**src/rtl/raster_scan_gen.sv**
```systemverilog
// -----------------------------------------------------------------------------
// raster_scan_gen
//
// Pixel-scan generator feeding the triangle inside/outside test stage. On an
// accepted `start` it latches the three triangle vertices, then walks the
// scan window in print order (rows top to bottom, columns left to right),
// presenting one (px, py) coordinate per valid/ready handshake together with
// the latched vertices, so the downstream stage sees a constant triangle for
// the whole frame.
//
// Optional feature (compile-time macro RASTER_BBOX_EN):
//   defined   : the scan window is the triangle's bounding box clipped to the
//               grid; an off-grid box yields an empty frame (done, no beats).
//   undefined : the scan window is the full grid and no min/max logic exists.
//
// Parameters
//   W            coordinate width in bits
//   MAX_LINHAS   top row index (rows MAX_LINHAS..0)
//   MAX_COLUNAS  last column index (columns 0..MAX_COLUNAS)
//
// Ports
//   clk, rst            clock (rising edge), synchronous active-high reset
//   start               begin a frame; only honoured in IDLE
//   ax..cy              triangle vertices, sampled on the accepted start
//   tri_ax..tri_cy      latched vertices, stable for the whole frame
//   pix_valid/pix_ready coordinate handshake
//   px, py              current pixel coordinate
//   end_of_line         current beat is the last column of its row
//   end_of_frame        current beat is the last pixel of the frame
//   busy                high in LOAD and SCAN
//   done                one-cycle pulse after the frame completes
// -----------------------------------------------------------------------------
module raster_scan_gen #(
  parameter int W           = 10,
  parameter int MAX_LINHAS  = 50,
  parameter int MAX_COLUNAS = 75
) (
  input  logic         clk,
  input  logic         rst,
  input  logic         start,
  input  logic [W-1:0] ax,
  input  logic [W-1:0] ay,
  input  logic [W-1:0] bx,
  input  logic [W-1:0] by,
  input  logic [W-1:0] cx,
  input  logic [W-1:0] cy,
  output logic [W-1:0] tri_ax,
  output logic [W-1:0] tri_ay,
  output logic [W-1:0] tri_bx,
  output logic [W-1:0] tri_by,
  output logic [W-1:0] tri_cx,
  output logic [W-1:0] tri_cy,
  output logic         pix_valid,
  input  logic         pix_ready,
  output logic [W-1:0] px,
  output logic [W-1:0] py,
  output logic         end_of_line,
  output logic         end_of_frame,
  output logic         busy,
  output logic         done
);

  localparam logic [1:0] IDLE = 2'd0;
  localparam logic [1:0] LOAD = 2'd1;
  localparam logic [1:0] SCAN = 2'd2;
  localparam logic [1:0] DONE = 2'd3;

  localparam logic [W-1:0] COL_MAX = W'(MAX_COLUNAS);
  localparam logic [W-1:0] ROW_MAX = W'(MAX_LINHAS);

  logic [1:0]   state;

  // Scan window. It is derived combinationally from the latched vertices,
  // which cannot change until the next accepted start (only possible in
  // IDLE), so it stays valid for the whole LOAD/SCAN span without its own
  // registers.
  logic [W-1:0] winXLo;
  logic [W-1:0] winXHi;
  logic [W-1:0] winYLo;
  logic [W-1:0] winYHi;
  logic         winEmpty;

`ifdef RASTER_BBOX_EN
  function automatic logic [W-1:0] min3(input logic [W-1:0] a,
                                        input logic [W-1:0] b,
                                        input logic [W-1:0] c);
    logic [W-1:0] m;
    m = (a < b) ? a : b;
    return (m < c) ? m : c;
  endfunction

  function automatic logic [W-1:0] max3(input logic [W-1:0] a,
                                        input logic [W-1:0] b,
                                        input logic [W-1:0] c);
    logic [W-1:0] m;
    m = (a > b) ? a : b;
    return (m > c) ? m : c;
  endfunction

  // NOTE: every signal written in always_comb gets an unconditional value
  // first; a path that leaves one unassigned would infer a latch.
  always_comb begin
    winXLo = min3(tri_ax, tri_bx, tri_cx);
    winXHi = max3(tri_ax, tri_bx, tri_cx);
    winYLo = min3(tri_ay, tri_by, tri_cy);
    winYHi = max3(tri_ay, tri_by, tri_cy);
    if (winXHi > COL_MAX) winXHi = COL_MAX;
    if (winYHi > ROW_MAX) winYHi = ROW_MAX;
    // A low corner beyond the grid means no pixel of the box is on-grid.
    winEmpty = (winXLo > COL_MAX) || (winYLo > ROW_MAX);
  end
`else
  assign winXLo   = '0;
  assign winXHi   = COL_MAX;
  assign winYLo   = '0;
  assign winYHi   = ROW_MAX;
  assign winEmpty = 1'b0;
`endif

  // Coordinate of the beat that follows the one currently presented.
  logic [W-1:0] nextX;
  logic [W-1:0] nextY;

  always_comb begin
    nextX = px;
    nextY = py;
    if (px < winXHi) begin
      nextX = px + 1'b1;
    end else begin
      nextX = winXLo;
      nextY = py - 1'b1;   // never below winYLo: the frame ends first
    end
  end

  // NOTE: all state below is updated with non-blocking assignments so every
  // register samples the pre-edge values regardless of statement order.
  always_ff @(posedge clk) begin
    if (rst) begin
      state        <= IDLE;
      tri_ax       <= '0;
      tri_ay       <= '0;
      tri_bx       <= '0;
      tri_by       <= '0;
      tri_cx       <= '0;
      tri_cy       <= '0;
      pix_valid    <= 1'b0;
      px           <= '0;
      py           <= '0;
      end_of_line  <= 1'b0;
      end_of_frame <= 1'b0;
      busy         <= 1'b0;
      done         <= 1'b0;
    end else begin
      done <= 1'b0;
      case (state)
        IDLE: begin
          if (start) begin
            tri_ax <= ax;
            tri_ay <= ay;
            tri_bx <= bx;
            tri_by <= by;
            tri_cx <= cx;
            tri_cy <= cy;
            busy   <= 1'b1;
            state  <= LOAD;
          end
        end

        LOAD: begin
          if (winEmpty) begin
            busy  <= 1'b0;
            done  <= 1'b1;
            state <= DONE;
          end else begin
            // Present the top-left pixel of the window.
            px           <= winXLo;
            py           <= winYHi;
            pix_valid    <= 1'b1;
            end_of_line  <= (winXLo == winXHi);
            end_of_frame <= (winXLo == winXHi) && (winYHi == winYLo);
            state        <= SCAN;
          end
        end

        SCAN: begin
          // pix_valid is always high here, so pix_ready alone marks a transfer.
          if (pix_ready) begin
            if (end_of_frame) begin
              pix_valid    <= 1'b0;
              end_of_line  <= 1'b0;
              end_of_frame <= 1'b0;
              busy         <= 1'b0;
              done         <= 1'b1;
              state        <= DONE;
            end else begin
              px           <= nextX;
              py           <= nextY;
              end_of_line  <= (nextX == winXHi);
              end_of_frame <= (nextX == winXHi) && (nextY == winYLo);
            end
          end
        end

        DONE: begin
          state <= IDLE;
        end

        default: begin
          state <= IDLE;
        end
      endcase
    end
  end

endmodule

```
**config.mk**
```make
export PLATFORM = sky130hd
export DESIGN_NAME = raster_scan_gen
export DESIGN_NICKNAME = d
export VERILOG_FILES = /design/src/rtl/raster_scan_gen.sv
export SDC_FILE = /design/constraint.sdc
export NUM_CORES = 1
export LEC_CHECK = 0
export ABC_AREA = 1
export CORE_AREA = 2 2 105 107
export CTS_BUF_LIST = sky130_fd_sc_hd__clkbuf_16
export DETAILED_ROUTE_END_ITERATION = 10
export DIE_AREA = 0 0 107 109
export GPL_ROUTABILITY_DRIVEN = 1
export PLACE_DENSITY = 0.76
export SYNTH_ARGS = -nofsm -noshare
export SYNTH_HDL_FRONTEND = slang
export SYNTH_SLANG_ARGS = --single-unit
```
**constraint.sdc**
```tcl
create_clock -name clk -period 3.3 [get_ports clk]
set_input_delay 0.66 -clock clk [delete_from_list [all_inputs] [get_ports clk]]
set_output_delay 0.66 -clock clk [all_outputs]
set_load 0.02 [all_outputs]
```
Word level (Yosys, flattened, before mapping)
Index checks and enable logic that the tools add are counted.
{"block": "totals", "ram_bits": 0, "out_inout_bits": 85, "latchBits": 0, "in_bits": 64, "n_memories": 0, "rom_bits": 0, "reg_bits": 87}
{"block": "classes", "div_mod_pow": 0, "muxes": 24, "reduce_logical": 12, "mul": 0, "n_lt_le_gt_ge": 1, "bitwise": 2, "add_sub_neg": 2, "n_shift": 0, "eq_ne": 8}
{"cell": "$mux W10", "n": 6}
{"cell": "$pmux W10 S2", "n": 2}
{"cell": "$add A10 B1 Y10 const B", "n": 1}
{"cell": "$eq A10 B7 Y1 const B", "n": 1}
{"cell": "$logic_not A10 Y1", "n": 1}
{"cell": "$lt A10 B7 Y1 const B", "n": 1}
{"cell": "$sub A10 B1 Y10 const B", "n": 1}
{"cell": "$reduce_and A3 Y1", "n": 3}
{"cell": "$mux W1", "n": 8}
{"cell": "$ne A2 B2 Y1 const B", "n": 4}
{"cell": "$pmux W1 S2", "n": 4}
{"cell": "$pmux W2 S4", "n": 1}
{"cell": "$mux W2", "n": 3}
{"cell": "$eq A2 B2 Y1 const B", "n": 2}
{"cell": "$reduce_and A2 Y1", "n": 2}
{"cell": "$reduce_and A4 Y1", "n": 1}
{"cell": "$reduce_bool A2 Y1", "n": 2}
{"cell": "$reduce_or A3 Y1", "n": 1}
{"cell": "$eq A2 B1 Y1 const B", "n": 1}
{"cell": "$logic_not A2 Y1", "n": 1}
{"cell": "$not A1 Y1", "n": 2}
{"cell": "$logic_and A1 B1 Y1", "n": 1}

Longest topological paths before layout
{"block": "depth", "ltp_word": 7, "depth_mapped": 13, "mapped_depth_nobuf": 13}

Least setup slack after synthesis
No wires, ideal clock.
{"block": "synth_timing", "path_kind": "register -> register", "startpoint": "reg px[0]", "endpoint": "reg end_of_frame", "period_less_slack_ps": 1697, "setup_slack_ps": 1603, "n_path_buf": 0, "stages_incl_launch_ff": 14, "required_time_ps": 3241, "arrival_time_ps": 1637, "cell_sequence": "dfxtp_1 -> ha_1 -> o21ai_2 -> nand2_2 -> nand2_4 -> nand2_4 -> clkinv_2 -> nand2_1 -> nand2_1 -> nor2_1 -> nand2_1 -> nor2_1 -> nand3_1 -> nand2_1"}
{"block": "synth_via", "elab_chain_cells": 7}
{"element": "start: declaration", "line_no": "55", "rtl": "output logic [W-1:0] px,"}
{"element": "start signal: assignment", "line_no": "176", "rtl": "px <= winXLo;"}
{"element": "start signal: assignment", "line_no": "196", "rtl": "px <= nextX;"}
{"element": "$add A10 B1 Y10 or $lt A10 B7 Y1 (tied branches)", "line_no": "128, 127"}
{"element": "$mux W10", "line_no": "127", "rtl": "if (px < winXHi) begin"}
{"element": "$eq A10 B7 Y1 or $logic_not A10 Y1 (tied branches)", "line_no": "199", "rtl": "end_of_frame <= (nextX == winXHi) && (nextY == winYLo);"}
{"element": "$logic_and A1 B1 Y1 (*)", "line_no": "199"}
{"element": "$mux W1 (*)", "line_no": "188", "rtl": "if (end_of_frame) begin"}
{"element": "$mux W1 (*)", "line_no": "187", "rtl": "if (pix_ready) begin"}
{"element": "$pmux W1 S2 (*)", "line_no": "155", "rtl": "case (state)"}
{"element": "end signal: assignment", "line_no": "180", "rtl": "end_of_frame <= (winXLo == winXHi) && (winYHi == winYLo);"}
{"element": "end signal: assignment", "line_no": "199"}
{"element": "end: declaration", "line_no": "58", "rtl": "output logic end_of_frame,"}
Mark *: on every way between the ends. The rest lies on a longest branch, timed or not. The select of a mux whose other input is x is not followed.
A chain may end at the register's enable or synchronous reset.

Worst setup path in the final report
{"block": "layout_timing", "startpoint": "reg px[2]", "endpoint": "out px[2]"}
No word-level cell between the ends.

==> impl_results.md <==
* Vias in the first global route at 3636
* Starting Density at 0.340
* Reg2Reg Capture Point: end_of_frame
* Cell variety after synth at 26
* Crit end category: output pin
* Slowest CP cell: clkdlybuf4s50_1
* Slew @ Worst Pin at 0.602 ns
* Nets@finish at 710
* Worst reg-to-reg path cell count at 13
* Overall routing resource usage at 0.180
* Via count at 3742
* Outcome: finished clean
* Worst EP required at 2.64 ns
* Core Box Area at 0.0106 mm2
* Top cells by area in the synthesized netlist: dfxtp_1, nor2_1, o21ai_0
* Most frequent cells in the layout: nor2_1, clkdlybuf4s50_1, dfxtp_1
* Pwr/cell area at 746 mW/mm2
* Syn_nets at 570
* Reg2reg setup slack at 1.35 ns
* Unrepaired setup endpoints after global routing: no
* Largest area contributor in the netlist: dfxtp_1
* Filler cell count at 1008
* Hold Crit Class: reg2reg
* Die height at 109 um
* Cts-stage hold buffer count at 0
* Global route total overflow at 0
* Fin. Hold Viols at 0
* Initial DRC count at 146
* CTS resizes at 0
* Startpoint class of the critical path: register
* Tmin final at 2.15 ns
* DIE AREA at 0.0117 mm2
* Clock Tree Buf Depth at 2
* Seq cells post-synth at 87
* Final Instance Area at 0.00551 mm2
* Critical path depth at 1
* Layout cell share with drive strength beyond 1 at 0.0434
* Post-CTS setup buffer count at 0
* Vias/cell at 4.77
* Ports at 149
* Pre-CTS setup slack at 0.903 ns
* ANT cells at 0
* CP Class: reg2out
* Synth Warn # at 0
* Worst path cell trace: clkdlybuf4s50_1
* Die width at 107 um
* Post-Syn Instances at 501
* Hold Crit Depth at 2
* Clock Tree Root: clkbuf_16
* Ys async rst share at 0
* Power, Total at 4.11 mW
* CTS tree: yes
* Post-DP HPWL at 7390 um
* Worst setup margin at 1.15 ns
* Dpl cell area at 0.00520 mm2
* Post-route ant nets at 0
* Top FF cell, synth: dfxtp_1
* Antenna violations before repair at 0
* Worst VDD drop at 0.375 mV
* Post-synth EDFFs at 0
* Clock buffer count from CTS at 9
* Routability-driven placement congestion ratio at 0.893
* Area added between synthesis and finish at 52.9%
* Setup TNS Final at 0 ns
* Wire length per cell at 12.9 um
* Site row count at 38
* CP arrival at 1.49 ns
* Largest net degree at the start of global routing at 70
* Setup Skew at 0.00874 ns
* Fin cells at 785
* Crit-path leading delay family: buffers and inverters
* First-pass GRT wire length at 16700 um
* Buffers on Ports at 148
* HP Start: tri_by[3]
* Share of the synthesized area in the top cell type at 0.483
* Sequential fraction of the synthesis area at 0.483
* Final wirelength at 10100 um
* Drc violations at 0
* Crit Path Max Fanout at 8
* Synth Cell Area at 0.00360 mm2
* Pre-antenna DRT Iters at 4
* Max-Cap Viols at 0
* Mean Syn Cell Area at 7.20 um2
* Hold endpoint: tri_by[3]
* Leakage at 2.23 nW
* Clk pin slew, worst setup/hold paths at 0.06 ns
* Placed Instances at 770
* RR Startpoint: px[0]
* Max stage delay on crit path at 0.67 ns
* Sink Count at 87
* Max-slew violations at 0
* Final setup violation count at 0
* Fin crit share at 0.652
* Worst-Skew Late Latency at 0.33 ns
* Slew margin rel. at 0.599
* Number of H-tree levels at 3
* CP bufs+invs at 1
* Fmax achieved at 0.465 GHz
worst max path at each step:
stage / startpoint / endpoint
after detailed placement: rst / end_of_frame
after CTS: px[2] / px[2]
after floorplan: px[0] / end_of_frame
after global routing: rst / end_of_frame
after global placement: rst / end_of_frame
final: px[2] / px[2]
synthesized netlist by cell type (2+ instances only):
cell        n
nor2_1    148
dfxtp_1    87
nand2_1    71
o21ai_0    66
inv_1      28
nand3_1    24
a21oi_1    21
clkbuf_1   21
nand4_1     6
ha_1        5
xor2_1      4
buf_6       2
nand2_4     2
o21ai_2     2
o221ai_1    2
xnor2_1     2
logic make-up after synthesis:
group / share of synthesized area
buf+inv: 0.0621
compound gates: 0.137
fa+ha+maj: 0.0174
xor+xnor: 0.0146
simple gates: 0.286
flops: 0.483
power breakdown:
group	leakage, nW	internal, mW	total [mW]	switching, mW
registers	0.716	1.28	1.42	0.140
clock network	0.153	0.657	1.06	0.403
logic	1.36	0.696	1.63	0.934
total	2.23	2.63	4.11	1.48
sequential cells by signal, summed over array words and instances, names as in the netlist, 2 cells and up:
name    cells
tri_ax     10
tri_cy     10
tri_ay     10
py         10
tri_bx     10
state       2
px         10
tri_cx     10
tri_by     10
metal layers:
| metal | global-route usage | up-vias | wire length, um |
|---|---|---|---|
| li1 | - | 1889 | - |
| met1 | 0.195 | 1701 | 4250 |
| met2 | 0.306 | 138 | 4710 |
| met3 | 0.0831 | 14 | 1010 |
| met4 | 0.0724 | 0 | 167 |
| met5 | 0 | - | 0 |
per-stage QoR:
stage	hold WS [ns]	util
after floorplan	0.457	-
after global placement	0.461	0.490
after detailed placement	0.475	0.490
after CTS	0.488	0.520
after global routing	0.510	0.520
final	0.481	0.520
worst min-delay path, cell delays in order, from the launching register on:
cell and delay (ns):
dfxtp_1 0.32, nor2_1 0.04, nor2_1 0.08
cell type report:
type / instances / area (um2) / share of cell area
flip-flops and latches: 87 / 1740 / 0.316
inverters: 30 / 114 / 0.0207
well taps: 140 / 175 / 0.0318
multi-input cells: 359 / 1640 / 0.298
repair buffers: 154 / 1530 / 0.277
clock buffers: 9 / 225 / 0.0409
clock inverters: 6 / 86.3 / 0.0157
Power figures use the tool's default switching activity.
==> variant (same settings) <==
`W`: 10 -> 5.
--- a/src/rtl/raster_scan_gen.sv
+++ b/src/rtl/raster_scan_gen.sv
@@ -31,7 +31,7 @@
 //   done                one-cycle pulse after the frame completes
 // -----------------------------------------------------------------------------
 module raster_scan_gen #(
-  parameter int W           = 10,
+  parameter int W           = 5,
   parameter int MAX_LINHAS  = 50,
   parameter int MAX_COLUNAS = 75
 ) (
Ports: changed (14 resized); port bits go from 149 to 79. No check against the original RTL was run, so the function may have changed too.
==> variant against the unedited design <==
Global-route usage down 8.5 points; count of clock-buffer cells in the layout down 4; area after synthesis down 45%; highest routed layer unchanged; fmax down 1.9%; non-clock buffer count down 74; critical path depth up 5; power down 47%; cell area down 44%; routed wire length down 47%; worst setup slack worse by 0.041 ns; utilization down 23 points; sequential cell count down 40; critical endpoint is now tri_ay[1].
==> variant: results (changes against the unedited design) <==
| Metric | Value |
|---|---|
| Vias in the first global route | 1,937 (-47%) |
| Largest net degree at the start of global routing | 34 (-51%) |
| First-pass GRT wire length | 8920 µm (-47%) |
| Grt met2 use | 0.159 (-0.147) |
| Worst-path clk slew | 0.08 ns (+0.02 ns) |
| Worst path max stage delay | 0.69 ns (+0.02 ns) |
| Largest fanout on the critical path | 31 (+23) |
| Worst Skew | 0.00828 ns (-0.000456 ns) |
| Sequential share of the synthesized area | 0.476 (-0.00691) |
| Worst-Margin Slew | 0.913 ns (+0.311 ns) |
| Nets | 389 (-45%) |
| Final Wtd Congestion | 0.806 (-9.8%) |
| GR Util met1 | 0.119 (-0.0759) |
| Fill count | 1,137 (+13%) |
| Worst VDD drop | 0.262 mV (-30%) |
| Static leakage | 1.20 nW (-46%) |
| Crit path arrival time | 2.41 ns (+0.92 ns) |
| CTS H-tree depth | 2 (-1) |
| Total GRT Usage | 0.0951 (-0.0847) |
| Netlist cell types | 22 (-15%) |
| WL met2 | 2510 µm (-47%) |
| DRT iter0 DRCs | 69 (-53%) |
| Ratio of cells with drive above 1 in the final layout | 0.0570 (+0.0136) |
| Area contributors post-synth | dfxtp_1 (48%), nor2_1 (13%), o21ai_0 (8.9%) |
| Outcome | finished clean |
| Final WL | 5420 µm (-47%) |
| DPL Wire Length | 4050 µm (-45%) |
| Slowest CP cell | inv_1 |
| Buffers on Ports | 78 (-47%) |
| Inserted Clock Buffers | 5 (-4) |
| Most frequent cells after synthesis | nor2_1 (70), dfxtp_1 (47), o21ai_0 (35) |
==> variant: changes by cell type after synthesis, moves of 9 or more <==
cell / before / now
nor2_1: 148 / 70
nand3_1: 24 / 10
clkbuf_1: 21 / 9
dfxtp_1: 87 / 47
nand2_1: 71 / 34
a21oi_1: 21 / 12
o21ai_0: 66 / 35
==> variant: final timing paths <==
path / startpoint / end / slack, ns / cells after the start
worst max-delay path: start / tri_ay[1] / 1.11 / 6
worst min-delay path: busy / busy / 0.46 / 2
worst max register to register: state[0] / tri_ay[1] / 1.31 / 7
worst min register to register: busy / busy / 0.46 / 2
==> variant: cells by family (layout without fill, tap and decap cells) <==
logic type	Yosys count	after routing	share of synthesized area
buffers and inverters	38	116	0.0728
AOI/OAI and AO/OA	54	54	0.143
DFF	47	47	0.476
adders and majority gates	5	5	0.0317
and+or+nand+nor	129	129	0.276
==> variant: tightest hold or removal path, stage by stage, from the launching register on <==
cell and delay [ns]:
dfxtp_1 0.31, inv_1 0.05, a21oi_1 0.05
==> variant: area by class of cell <==
cell class / count / share of cell area
Clock buffer: 5 / 0.0409
Multi-Input combinational cell: 188 / 0.291
Timing Repair Buffer: 80 / 0.260
Inverter: 28 / 0.0343
Tap cell: 140 / 0.0572
Clock inverter: 3 / 0.00899
Sequential cell: 47 / 0.307
==> variant: through the flow <==
stage | std cells | worst slack, ns
after detailed placement | 483 | 0.770
after global placement | 483 | 0.957
after CTS | 491 | 1.09
after floorplan | 273 | 1.92
after global routing | 491 | 0.971
final | 491 | 1.11
==> variant: power breakdown <==
part / switching [W] / total, W / internal (W)
logic: 0.000505 / 0.000876 / 0.000371
registers: 0.0000776 / 0.000770 / 0.000693
clock network: 0.000239 / 0.000528 / 0.000289
total: 0.000822 / 0.00217 / 0.00135
